**src/rtl/sync_memory.sv**
```systemverilog
// sync_memory: single-port synchronous RAM. Reset clears it through an init sequencer,
// busy blocks requests, reads are registered with a data_valid strobe.
// Optional `MEM_BOUNDS_CHECK_EN adds an err pulse for accepted accesses with addr >= DEPTH.
module sync_memory #(
  parameter int DATA_WIDTH = 8,
  parameter int ADDR_WIDTH = 5,
  parameter int DEPTH      = 32
) (
  input  logic                  clk,
  input  logic                  reset,
  input  logic                  req,
  input  logic                  read_write,
  input  logic [ADDR_WIDTH-1:0] addr,
  input  logic [DATA_WIDTH-1:0] data_in,
  output logic [DATA_WIDTH-1:0] data_out,
  output logic                  data_valid,
`ifdef MEM_BOUNDS_CHECK_EN
  output logic                  err,
`endif
  output logic                  busy
);

  // Index width covers only the implemented words; the address bus may be wider.
  localparam int IDX_W = (DEPTH > 1) ? $clog2(DEPTH) : 1;

  typedef logic [IDX_W-1:0]    idx_t;
  typedef logic [ADDR_WIDTH:0] addr_ext_t;

  localparam idx_t      LAST_IDX  = idx_t'(DEPTH - 1);
  localparam addr_ext_t DEPTH_EXT = addr_ext_t'(DEPTH);

  if (DEPTH < 2 || DEPTH > (1 << ADDR_WIDTH)) begin : g_bad_depth
    $error("sync_memory: DEPTH must lie in 2..2**ADDR_WIDTH");
  end

  typedef enum logic {
    ST_INIT,
    ST_IDLE
  } state_t;

  state_t state_q, state_d;
  idx_t   cnt_q, cnt_d;
  logic   init_we;

  logic                  accept;
  logic                  wr_accept;
  logic                  rd_accept;
  logic                  in_range;
  idx_t                  idx;
  logic [DATA_WIDTH-1:0] rd_data;

  logic [DATA_WIDTH-1:0] mem [DEPTH];

  // ---------------------------------------------------------------------------
  // Init sequencer
  // ---------------------------------------------------------------------------
  // NOTE: sequential state is updated with non-blocking assignments so every
  // register samples the pre-edge values of the others.
  always_ff @(posedge clk) begin
    if (reset) begin
      state_q <= ST_INIT;
      cnt_q   <= '0;
    end else begin
      state_q <= state_d;
      cnt_q   <= cnt_d;
    end
  end

  // NOTE: every output of this block gets a default first, so no path can
  // leave a signal unassigned and infer a latch.
  always_comb begin
    state_d = state_q;
    cnt_d   = cnt_q;
    init_we = 1'b0;
    case (state_q)
      ST_INIT: begin
        init_we = 1'b1;
        if (cnt_q == LAST_IDX) begin
          state_d = ST_IDLE;
          cnt_d   = '0;
        end else begin
          cnt_d = cnt_q + idx_t'(1);
        end
      end
      ST_IDLE: begin
        state_d = ST_IDLE;
      end
    endcase
  end

  assign busy = (state_q == ST_INIT);

  // ---------------------------------------------------------------------------
  // Access decode
  // ---------------------------------------------------------------------------
  assign accept    = req & ~busy;
  assign wr_accept = accept & read_write;
  assign rd_accept = accept & ~read_write;

  // Widened compare stays correct when DEPTH == 2**ADDR_WIDTH.
  assign in_range = ({1'b0, addr} < DEPTH_EXT);
  assign idx      = addr[IDX_W-1:0];

  // ---------------------------------------------------------------------------
  // Storage
  // ---------------------------------------------------------------------------
  // NOTE: the array has no reset branch; the init sequencer clears it one word
  // per cycle, which keeps it mappable onto a plain RAM macro.
  always_ff @(posedge clk) begin
    if (!reset) begin
      if (init_we) begin
        mem[cnt_q] <= '0;
      end else if (wr_accept && in_range) begin
        mem[idx] <= data_in;
      end
    end
  end

  // Out-of-range reads return zero rather than aliasing onto a real word.
  assign rd_data = in_range ? mem[idx] : '0;

  // ---------------------------------------------------------------------------
  // Registered read port
  // ---------------------------------------------------------------------------
  always_ff @(posedge clk) begin
    if (reset) begin
      data_out   <= '0;
      data_valid <= 1'b0;
    end else begin
      data_valid <= rd_accept;
      if (rd_accept) begin
        data_out <= rd_data;
      end
    end
  end

`ifdef MEM_BOUNDS_CHECK_EN
  always_ff @(posedge clk) begin
    if (reset) begin
      err <= 1'b0;
    end else begin
      err <= accept & ~in_range;
    end
  end
`endif

  // ---------------------------------------------------------------------------
  // Simulation-only protocol checks
  // ---------------------------------------------------------------------------
`ifndef SYNTHESIS
  a_req_known: assert property (@(posedge clk) disable iff (reset)
    !busy |-> !$isunknown(req));

  a_no_valid_from_busy: assert property (@(posedge clk) disable iff (reset)
    busy |=> !data_valid);

  a_read_latency: assert property (@(posedge clk) disable iff (reset)
    rd_accept |=> data_valid);

  a_write_no_valid: assert property (@(posedge clk) disable iff (reset)
    (wr_accept || !accept) |=> !data_valid);
`endif

endmodule
```
**config.mk**
```make
export PLATFORM = sky130hd
export DESIGN_NAME = sync_memory
export DESIGN_NICKNAME = d
export VERILOG_FILES = /design/src/rtl/sync_memory.sv
export SDC_FILE = /design/constraint.sdc
export NUM_CORES = 1
export LEC_CHECK = 0
export ABC_AREA = 1
export BUFFER_PORTS_ARGS = -buffer_cell sky130_fd_sc_hd__buf_2
export CAP_MARGIN = 15
export CORE_AREA = 5 5 170 237
export CTS_BUF_LIST = sky130_fd_sc_hd__clkbuf_8
export CTS_CLUSTER_SIZE = 20
export DETAILED_ROUTE_END_ITERATION = 8
export DIE_AREA = 0 0 175 242
export GPL_TIMING_DRIVEN = 0
export MAX_ROUTING_LAYER = met4
export PLACE_DENSITY_LB_ADDON = 0.2
export SETUP_SLACK_MARGIN = 0.1
export SYNTH_ARGS = -nofsm -noshare
export SYNTH_HDL_FRONTEND = slang
export SYNTH_SLANG_ARGS = --single-unit
```
**constraint.sdc**
```tcl
create_clock -name clk -period 2.6 [get_ports clk]
set_clock_uncertainty 0.05 [all_clocks]
set_input_delay 0.52 -clock clk [delete_from_list [all_inputs] [get_ports clk]]
set_output_delay 0.52 -clock clk [all_outputs]
set_load 0.01 [all_outputs]
```
==> results of run 1 <==
## power groups by stage
stage / clock, mW / combinational (mW) / sequential (mW)
after floorplan: 0 / 0.354 / 4.84
after global placement: 0 / 0.581 / 4.84
after detailed placement: 0 / 0.591 / 4.84
after CTS: 3.55 / 0.617 / 4.75
after global routing: 3.75 / 0.663 / 4.75
final: 3.48 / 0.615 / 4.75
## cells in the final DEF, fill, tap and decap left out, types with 2 or more instances in the layout
master | Yosys | layout
inv_1 | 24 | 34
buf_4 | 27 | 27
ha_1 | 2 | 2
nand2_1 | 343 | 343
o21ai_2 | 2 | 2
o21ai_1 | 4 | 4
o21ai_0 | 11 | 11
nand3_2 | 0 | 4
a21oi_1 | 12 | 12
edfxtp_1 | 256 | 256
clkinv_1 | 0 | 13
nor2_1 | 48 | 8
clkbuf_1 | 10 | 10
inv_2 | 3 | 3
nand3_1 | 213 | 209
bufinv_16 | 0 | 3
buf_6 | 2 | 2
clkbuf_8 | 0 | 43
clkinv_2 | 0 | 2
nor2_4 | 0 | 37
nor2_2 | 0 | 3
dfxtp_1 | 15 | 15
buf_1 | 6 | 6
buf_16 | 0 | 2
buf_2 | 11 | 34
nor3_1 | 5 | 5
## worst paths after layout
path                               from                    end  slack, ns  cells past startpoint
hold / removal                    reset     state_q$_SDFF_PP0_       0.13                      2
setup / recovery     state_q$_SDFF_PP0_   mem[17][5]$_DFFE_PP_       0.09                      5
hold reg to reg   cnt_q[4]$_SDFFE_PP0N_  cnt_q[4]$_SDFFE_PP0N_       0.43                      2
setup reg to reg     state_q$_SDFF_PP0_   mem[17][5]$_DFFE_PP_       0.09                      5
## registers in the layout, summed over array words and instances (netlist names)
name        count
data_out        8
state_q         1
data_valid      1
mem           256
cnt_q           5
## cells by family after synthesis
family	share of synthesized area (%)
simple gates	23.11
flops	71.35
buf+inv	3.945
compound gates	1.364
fa+ha+maj	0.2235
## worst max-delay path, cell delays in order, from the launching register on
cell,delay [ns]
dfxtp_1,0.39
nand4_4,0.23
buf_6,0.25
o21ai_2,0.16
nand3_2,0.47
nor2_2,0.58
## layer usage
layer | wire length, µm | share of wire (%) | GRT usage, %
met1 | 13110 | 38 | 18.14
met2 | 18990 | 55 | 30.91
met3 | 1330 | 3.9 | 2.217
met4 | 890 | 2.6 | 4.647
met5 | 0 | 0 | -
## through the flow
| stage | TNS [ns] | cells | setup slack (ns) | util (%) |
|---|---|---|---|---|
| floorplan | 0 | 996 | 0.5159 | - |
| global placement | -387.57 | 1497 | -1.402 | 31.28 |
| detailed placement | -117.23 | 1501 | -0.5769 | 31.66 |
| CTS | 0 | 1573 | 0.04250 | 34.35 |
| global route | -0.04040 | 1574 | -0.009139 | 34.38 |
| finish | 0 | 1574 | 0.09150 | 34.38 |
## synthesized netlist by cell type
| library cell | n | area [µm²] |
|---|---|---|
| nor2_1 | 48 | 180.2 |
| ha_1 | 2 | 25.02 |
| o21ai_2 | 2 | 17.52 |
| nand3_1 | 213 | 1066 |
| nand4_4 | 1 | 21.27 |
| inv_2 | 3 | 11.26 |
| nor3b_1 | 1 | 7.510 |
| o21ai_1 | 4 | 20.02 |
| buf_6 | 2 | 22.52 |
| buf_1 | 6 | 22.52 |
| nor3_1 | 5 | 25.02 |
| a21oi_1 | 12 | 60.06 |
| dfxtp_1 | 15 | 300.3 |
| inv_1 | 24 | 90.09 |
| nand2_1 | 343 | 1287 |
| buf_4 | 27 | 202.7 |
| edfxtp_1 | 256 | 7687 |
| o21ai_0 | 11 | 55.05 |
| clkbuf_1 | 10 | 37.54 |
| buf_2 | 11 | 55.05 |
## cell type report
type,instances,area [µm²]
Antenna cell,1,2.502
Buffer,56,340.3
Clock buffer,43,591.8
Clock inverter,29,193.9
Fill cell,3796,24980
Inverter,27,101.3
Multi-Input combinational cell,642,3070
Sequential cell,271,7988
Tap cell,478,598.1
Timing Repair Buffer,27,205.2
==> out/metrics.cfg, run 1 <==
[timing]
max_clock_freq_mhz = 398.6
tightest_slew_ns = 0.8900
final_max_slew_viol_count = 0
finalHoldViolations = 0
worst_hold_slack_ns = 0.1288
post-route-period-util_pct = 96.48
relSlewSlack_pct = 40.53
period_needed_ns = 2.509
rsz0062_at_grt = yes
setup_viol = 0

[pwr]
switching_share_pct = 23.87
ir_worst_vdd_mv = 0.2527
power_frac_seq_pct = 53.7
p_leak_nw = 4.639
netSwitchingPower_mw = 2.109
power.density_nw_per_um2 = 675.0
p_int_mw = 6.728
power_frac_comb_pct = 7.0
p_clk_share_pct = 39.3
finalPower_mw = 8.837

[clocking]
cts.path.max_buffers = 3
post_cts_buffers = 0
tritoncts = done
htreeDepth = 2
cts-root-buf = clkbuf_8
clock_sinks = 271
clkTransAtPathRegs_ns = 0.06
holdBufCountCts = 0
clock_latency_ns = 0.56
cts_resized = 64
cts_buffers = 42

[floorplanning]
die_y_um = 242
die_w_um = 175
ioPinCount = 27
dieArea_um2 = 42350
initial_core_util_pct = 29.40
core-area_um2 = 38070
rows = 85

[cells_and_area]
areaGrowthSynthToFinish_pct = 16.94
finalNetCount = 1086
final_cell_area_um2 = 13090
drive_gt1_share_pct = 15.16

[detailed_routing]
vias = 7576
drt-total-wl_mm = 34.32
viasPerCell = 4.813
dr.pass1.iters = 5
drt_first_iter_violations = 567
antenna_left = 0
post_drt_wl_per_cell_um = 21.81
route.detailed.drc = 0

[placed_design]
port_buffers = 23
place.gp.congestion = 0.8955
dpl_cell_area_um2 = 12050
place.detailed.hpwl_mm = 23.80

[worst_setup_path]
critical_path_class = reg2reg
required_ns = 2.75
worstPathMaxFanout = 10
start_kind = register
end_kind = register
crit_arrival_ns = 2.66

[global_routing]
grt_start_max_net_pins = 33
grt_antenna_before_repair = 1
grt_pass1_wl_mm = 49.82
grt_pass1_vias = 7505
grt_util_all_layers_pct = 16.48
grt_overflow = 0

[synthesis]
synth_area_per_cell_um2 = 11.24
syn_inst = 996
synthesis.nets = 1015
ys_types = 20
yosysSeqAreaShare_pct = 71.35
synth_area_um2 = 11190
ys_seq_elements = 271
synth_warnings = 0

[run]
max_cap_violations = 0

[outcome]
status = completed

[min_path]
hold_class = in2reg

(Power assumes the default switching activity.)
==> run 2, diff against run 1 <==
- SETUP_SLACK_MARGIN: 0.1 -> default
==> out/metrics.cfg, run 2 (same netlist as run 1, synthesis figures left out) <==
[pwr]
power.density_nw_per_um2 = 677.9  ; was 675.0 nW/µm²
finalPower_mw = 8.821  ; was 8.837 mW
ir_worst_vdd_mv = 0.2517  ; was 0.2527 mV
p_leak_nw = 4.634  ; was 4.639 nW

[clocking]
htreeDepth = 2  ; unchanged
cts_buffers = 42  ; unchanged
tritoncts = done  ; unchanged
clock_latency_ns = 0.56  ; about the same
clkTransAtPathRegs_ns = 0.06  ; about the same
post_cts_buffers = 0  ; unchanged
cts.path.max_buffers = 3  ; unchanged
clock_sinks = 271  ; unchanged
cts-root-buf = clkbuf_8  ; unchanged

[detailed_routing]
post_drt_wl_per_cell_um = 21.80  ; was 21.81 µm
viasPerCell = 4.785  ; was 4.813
drt-total-wl_mm = 34.31  ; was 34.32 mm
drt_first_iter_violations = 540  ; was 567
vias = 7532  ; was 7576
antenna_left = 0  ; unchanged
route.detailed.drc = 0  ; unchanged
dr.pass1.iters = 5  ; unchanged

[worst_setup_path]
cp_cell_sequence = nand4_4, buf_6, o21ai_2, nand3_2, nor2_2  ; unchanged
crit_arrival_ns = 2.64  ; was 2.66 ns
end_kind = register  ; unchanged
required_ns = 2.75  ; about the same
cpLargestDelayFamily = simple AND/OR/NAND/NOR gates  ; unchanged
slowest_delay_ns = 0.63  ; was 0.58 ns
start_kind = register  ; unchanged
critical_path_class = reg2reg  ; unchanged
crit_slowest_cell = nor2_2  ; unchanged
worstPathMaxFanout = 10  ; unchanged
worst-path-buf-inv = 1  ; unchanged

[cells_and_area]
multiInputGateArea_um2 = 2990  ; was 3070 µm²
fillers = 3807  ; was 3796
regArea_um2 = 7988  ; unchanged
largest_register_ffs = 256  ; unchanged
finish.utilization_pct = 34.17  ; was 34.38%
finalNetCount = 1086  ; unchanged
regMostFlops = mem  ; unchanged
drive_gt1_share_pct = 15.16  ; unchanged
reg.largest.list = mem: 256 flops, data_out: 8 flops, cnt_q: 5 flops  ; unchanged
final_common_cell = nand2_1  ; unchanged
areaGrowthSynthToFinish_pct = 16.23  ; was 16.94%
final_cell_mix = nand2_1 (343), edfxtp_1 (256), nand3_1 (209), clkbuf_8 (43)  ; was nand2_1 (343), edfxtp_1 (256), nand3_1 (209), clkbuf_8 (43), nor2_4 (37)

[global_routing]
grt_pass1_vias = 7490  ; was 7505
grt_pass1_wl_mm = 49.88  ; was 49.82 mm
grt_antenna_before_repair = 1  ; unchanged
grt_start_max_net_pins = 33  ; unchanged
grt_overflow = 0  ; unchanged
grt_util_all_layers_pct = 16.49  ; was 16.48%

[timing]
setup_viol = 0  ; unchanged
period_needed_ns = 2.498  ; was 2.509 ns
post-route-period-util_pct = 96.07  ; was 96.48%
tightest_slew_ns = 0.8832  ; was 0.8900 ns
max_clock_freq_mhz = 400.3  ; was 398.6 MHz
relSlewSlack_pct = 40.98  ; was 40.53%
final_max_slew_viol_count = 0  ; unchanged
finalHoldViolations = 0  ; unchanged

[floorplanning]
die_y_um = 242  ; unchanged
rows = 85  ; unchanged
dieArea_um2 = 42350  ; unchanged
initial_core_util_pct = 29.40  ; unchanged
ioPinCount = 27  ; unchanged
core-area_um2 = 38070  ; unchanged
die_w_um = 175  ; unchanged

[placed_design]
place.detailed.hpwl_mm = 23.80  ; unchanged
place.gp.congestion = 0.8955  ; unchanged
port_buffers = 23  ; unchanged

[run]
max_cap_violations = 0  ; unchanged

[outcome]
status = completed  ; unchanged

[min_path]
hold_class = in2reg  ; unchanged

## run 2: per-stage QoR
stage	instance area, µm²	hold WS (ns)	instances	setup WS (ns)	TNS [ns]
after global placement	11910	0.4129	1497	-1.402	-387.57
after floorplan	11190	0.3984	996	0.5159	0
after detailed placement	12050	0.4290	1501	-0.5769	-117.23
final	13010	0.1287	1574	0.1021	0
after CTS	12930	0.09393	1573	-0.2522	-27.64
after global routing	13010	0.1002	1574	-0.005282	-0.008991
## run 2: what timing repair did
action | 4_1_cts | 5_1_grt
pin swaps | 0 | 0
setup endpoints to repair | 256 | 248
gates cloned | 0 | 0
endpoints found under the hold margin | 0 | 0
hold buffers | 0 | 0
resized for setup | 30 | 20
## run 2: per-layer routing
layer | up-vias | part of all wire [%] | global-route usage [%]
li1 | 3604 | - | -
met3 | 51 | 3.2 | 2.139
met1 | 3724 | 39 | 18.09
met2 | 153 | 56 | 30.92
met5 | - | 0 | -
met4 | 0 | 2.4 | 4.971
## run 2: worst paths after layout
| kind | start | to | slack, ns | cells after the start |
|---|---|---|---|---|
| hold / removal | reset | state_q$_SDFF_PP0_ | 0.13 | 2 |
| hold reg to reg | cnt_q[4]$_SDFFE_PP0N_ | cnt_q[4]$_SDFFE_PP0N_ | 0.43 | 2 |
| setup / recovery | state_q$_SDFF_PP0_ | mem[13][7]$_DFFE_PP_ | 0.10 | 5 |
| setup reg to reg | state_q$_SDFF_PP0_ | mem[13][7]$_DFFE_PP_ | 0.10 | 5 |
## run 2: power breakdown
part / leakage, nW / switching (mW) / internal (mW) / total, mW
combinational: 2.14 / 0.441 / 0.163 / 0.604
sequential: 2.06 / 0.00939 / 4.74 / 4.75
clock: 0.433 / 1.64 / 1.83 / 3.47
total: 4.63 / 2.09 / 6.73 / 8.82
## run 2: cell type report
class / count / share of cell area [%]
multi-input combinational: 642 / 22.98
buffer: 56 / 2.616
sequential: 271 / 61.39
inverter: 27 / 0.7789
tap: 478 / 4.597
timing repair buffer: 27 / 1.577
clock inverter: 29 / 1.491
clock buffer: 43 / 4.549
antenna: 1 / 0.01923
==> run 3, diff against run 2 <==
--- a/config.mk
+++ b/config.mk
@@ -9,9 +9,9 @@
 export BUFFER_PORTS_ARGS = -buffer_cell sky130_fd_sc_hd__buf_2
 export CAP_MARGIN = 15
-export CORE_AREA = 5 5 170 237
+export CORE_AREA = 5 5 143 199
 export CTS_BUF_LIST = sky130_fd_sc_hd__clkbuf_8
 export CTS_CLUSTER_SIZE = 20
 export DETAILED_ROUTE_END_ITERATION = 8
-export DIE_AREA = 0 0 175 242
+export DIE_AREA = 0 0 148 204
 export GPL_TIMING_DRIVEN = 0
 export MAX_ROUTING_LAYER = met4
==> constraint.sdc (replaced) <==
create_clock -name clk -period 2.6 [get_ports clk]
set_clock_uncertainty 0.05 [all_clocks]
set_input_delay 0.13 -clock clk [delete_from_list [all_inputs] [get_ports clk]]
set_output_delay 0.13 -clock clk [all_outputs]
set_load 0.01 [all_outputs]
==> out/metrics.cfg, run 3 (same netlist as run 1, synthesis figures left out) <==
[worst_setup_path]
start_kind = register  ; unchanged
end_kind = register  ; unchanged
critical_path_class = reg2reg  ; unchanged
slowest_delay_ns = 0.71  ; was 0.63 ns
crit_arrival_ns = 2.91  ; was 2.64 ns
required_ns = 2.73  ; was 2.75 ns
crit_slowest_cell = nand3_1  ; was nor2_2
regToRegEndpoint = mem[3][2]$_DFFE_PP_  ; was mem[13][7]$_DFFE_PP_
cp_cell_sequence = nand4_4, buf_6, o21ai_2, nand3_1, nor2_2  ; was nand4_4, buf_6, o21ai_2, nand3_2, nor2_2
rrSetupSlack_ns = -0.19  ; was 0.10 ns
cp-startpoint = state_q$_SDFF_PP0_  ; unchanged
r2r-start = state_q$_SDFF_PP0_  ; unchanged
worstPathMaxFanout = 10  ; unchanged
rr_worst_depth = 5  ; unchanged

[clocking]
htreeDepth = 2  ; unchanged
clock_latency_ns = 0.56  ; about the same
clkTransAtPathRegs_ns = 0.07  ; was 0.06 ns
cts_buffers = 42  ; unchanged
cts-root-buf = clkbuf_8  ; unchanged
tritoncts = done  ; unchanged
post_cts_buffers = 0  ; unchanged
cts.path.max_buffers = 3  ; unchanged
clock_sinks = 271  ; unchanged

[detailed_routing]
route.detailed.drc = 0  ; unchanged
vias = 7542  ; was 7532
viasPerCell = 5.278  ; was 4.785
post_drt_wl_per_cell_um = 21.95  ; was 21.80 µm
drt-total-wl_mm = 31.36  ; was 34.31 mm
drt_first_iter_violations = 605  ; was 540
dr.pass1.iters = 5  ; unchanged
antenna_left = 0  ; unchanged

[global_routing]
grt_start_max_net_pins = 33  ; unchanged
grt_overflow = 0  ; unchanged
grt_pass1_vias = 7522  ; was 7490
grt_pass1_wl_mm = 46.33  ; was 49.88 mm
grt_antenna_before_repair = 1  ; unchanged
grt_util_all_layers_pct = 21.56  ; was 16.49%

[timing]
rsz0062_at_grt = yes
finalHoldViolations = 0  ; unchanged
setup_ws_ns = -0.1887  ; was 0.1021 ns
tightest_slew_ns = 0.9548  ; was 0.8832 ns
relSlewSlack_pct = 36.17  ; was 40.98%
period_needed_ns = 2.789  ; was 2.498 ns
worst_hold_slack_ns = 0.03108  ; was 0.1287 ns
post-route-period-util_pct = 107.3  ; was 96.07%
max_clock_freq_mhz = 358.6  ; was 400.3 MHz
final_max_slew_viol_count = 0  ; unchanged
setup_viol = 198  ; was 0

[outcome]
violations = negative setup slack
status = complete, but fails checks  ; was completed

[cells_and_area]
final_cell_mix = nand2_1 (343), edfxtp_1 (256), nand3_1 (213), clkbuf_8 (46), inv_1 (36)  ; was nand2_1 (343), edfxtp_1 (256), nand3_1 (209), clkbuf_8 (43)
fillers = 2404  ; was 3807
finalNetCount = 1089  ; was 1086
reg.largest.list = mem: 256 flops, data_out: 8 flops, cnt_q: 5 flops  ; unchanged
final_common_cell = nand2_1  ; unchanged
largest_register_ffs = 256  ; unchanged
regMostFlops = mem  ; unchanged
areaGrowthSynthToFinish_pct = 13.56  ; was 16.23%
regArea_um2 = 7988  ; unchanged
multiInputGateArea_um2 = 2890  ; was 2990 µm²
drive_gt1_share_pct = 14.00  ; was 15.16%
finish.utilization_pct = 47.86  ; was 34.17%
final_cell_area_um2 = 12710  ; was 13010 µm²
stdcell_count = 1429  ; was 1574

[floorplanning]
core-area_um2 = 26560  ; was 38070 µm²
die_y_um = 204  ; was 242 µm
initial_core_util_pct = 42.15  ; was 29.40%
die_w_um = 148  ; was 175 µm
rows = 71  ; was 85
ioPinCount = 27  ; unchanged
dieArea_um2 = 30190  ; was 42350 µm²

[placed_design]
place.detailed.hpwl_mm = 21.69  ; was 23.80 mm
place_inst = 1350  ; was 1501
place_ws_ns = -0.2456  ; was -0.5769 ns
dpl_cell_area_um2 = 11820  ; was 12050 µm²
port_buffers = 23  ; unchanged
place.gp.congestion = 0.9337  ; was 0.8955

[min_path]
whs_endpoint = mem[12][2]$_DFFE_PP_  ; was state_q$_SDFF_PP0_
min_path_cells = 3  ; was 2
min_from = data_in[2]  ; was reset
hold_class = in2reg  ; unchanged

[pwr]
p_leak_nw = 4.653  ; was 4.634 nW
ir_worst_vdd_mv = 0.3528  ; was 0.2517 mV
power.density_nw_per_um2 = 678.7  ; was 677.9 nW/µm²

[run]
max_cap_violations = 0  ; unchanged

==> run 3: changes by cell type in the layout (fill, tap and decap cells not counted), sizes merged <==
| cell | before | now |
|---|---|---|
| inv | 37 | 42 |
| dlygate4sd3 | 0 | 4 |
| bufinv | 3 | 0 |
| clkbuf | 53 | 56 |
| clkinv | 15 | 13 |
| buf | 73 | 72 |
| clkinvlp | 1 | 0 |
==> run 3: metrics by stage <==
stage               setup TNS (ns)  total power [mW]
CTS                         -12.15             8.691
floorplan                        0             5.190
finish                      -20.97             8.628
detailed placement          -16.12             5.405
global placement           -173.30             5.396
global route                -35.13             8.951
==> run 3: worst max-delay path, delay by kind of cell (launching register included) <==
family | cells | cell delay [ns]
compound gates | 1 | 0.12
simple gates | 3 | 1.62
flops | 1 | 0.39
buf+inv | 1 | 0.23
==> run 3: timing repair <==
item	4_1_cts	5_1_grt
pin swaps	0	0
hold endpoints to repair	5	0
gates resized for setup	12	13
hold buffers	4	0
setup endpoints to repair	226	238
==> run 3: final cells by class <==
type,instances,area share (%)
inverter,27,0.7972
timing repair buffer,30,1.673
multi-input combinational,642,22.74
antenna,1,0.01969
clock inverter,28,1.053
clock buffer,46,4.980
tap,328,3.228
sequential,271,62.83
buffer,56,2.677
==> run 3: where the power goes <==
group	leakage, nW	internal (mW)	total (mW)	switching [mW]
registers	2.06	4.74	4.75	0.00997
clock network	0.448	1.65	3.30	1.66
logic	2.14	0.164	0.578	0.414
total	4.65	6.55	8.63	2.08
==> run 3: per-layer routing <==
layer | routed length, µm | vias to the layer above | part of all wire [%] | global-route usage [%]
li1 | - | 3610 | - | -
met1 | 12210 | 3656 | 39 | 24.96
met2 | 16380 | 186 | 52 | 37.32
met3 | 1258 | 90 | 4.0 | 2.906
met4 | 1521 | 0 | 4.8 | 9.904
met5 | 0 | - | 0 | -
==> run 3: how the worst max path moves through the flow <==
stage | slack (ns) | end
after global placement | -0.82 | mem[4][4]$_DFFE_PP_
after CTS | -0.15 | mem[8][3]$_DFFE_PP_
after global routing | -0.25 | mem[24][4]$_DFFE_PP_
final | -0.19 | mem[3][2]$_DFFE_PP_
after detailed placement | -0.25 | mem[30][0]$_DFFE_PP_
after floorplan | 0.72 | mem[0][0]$_DFFE_PP_
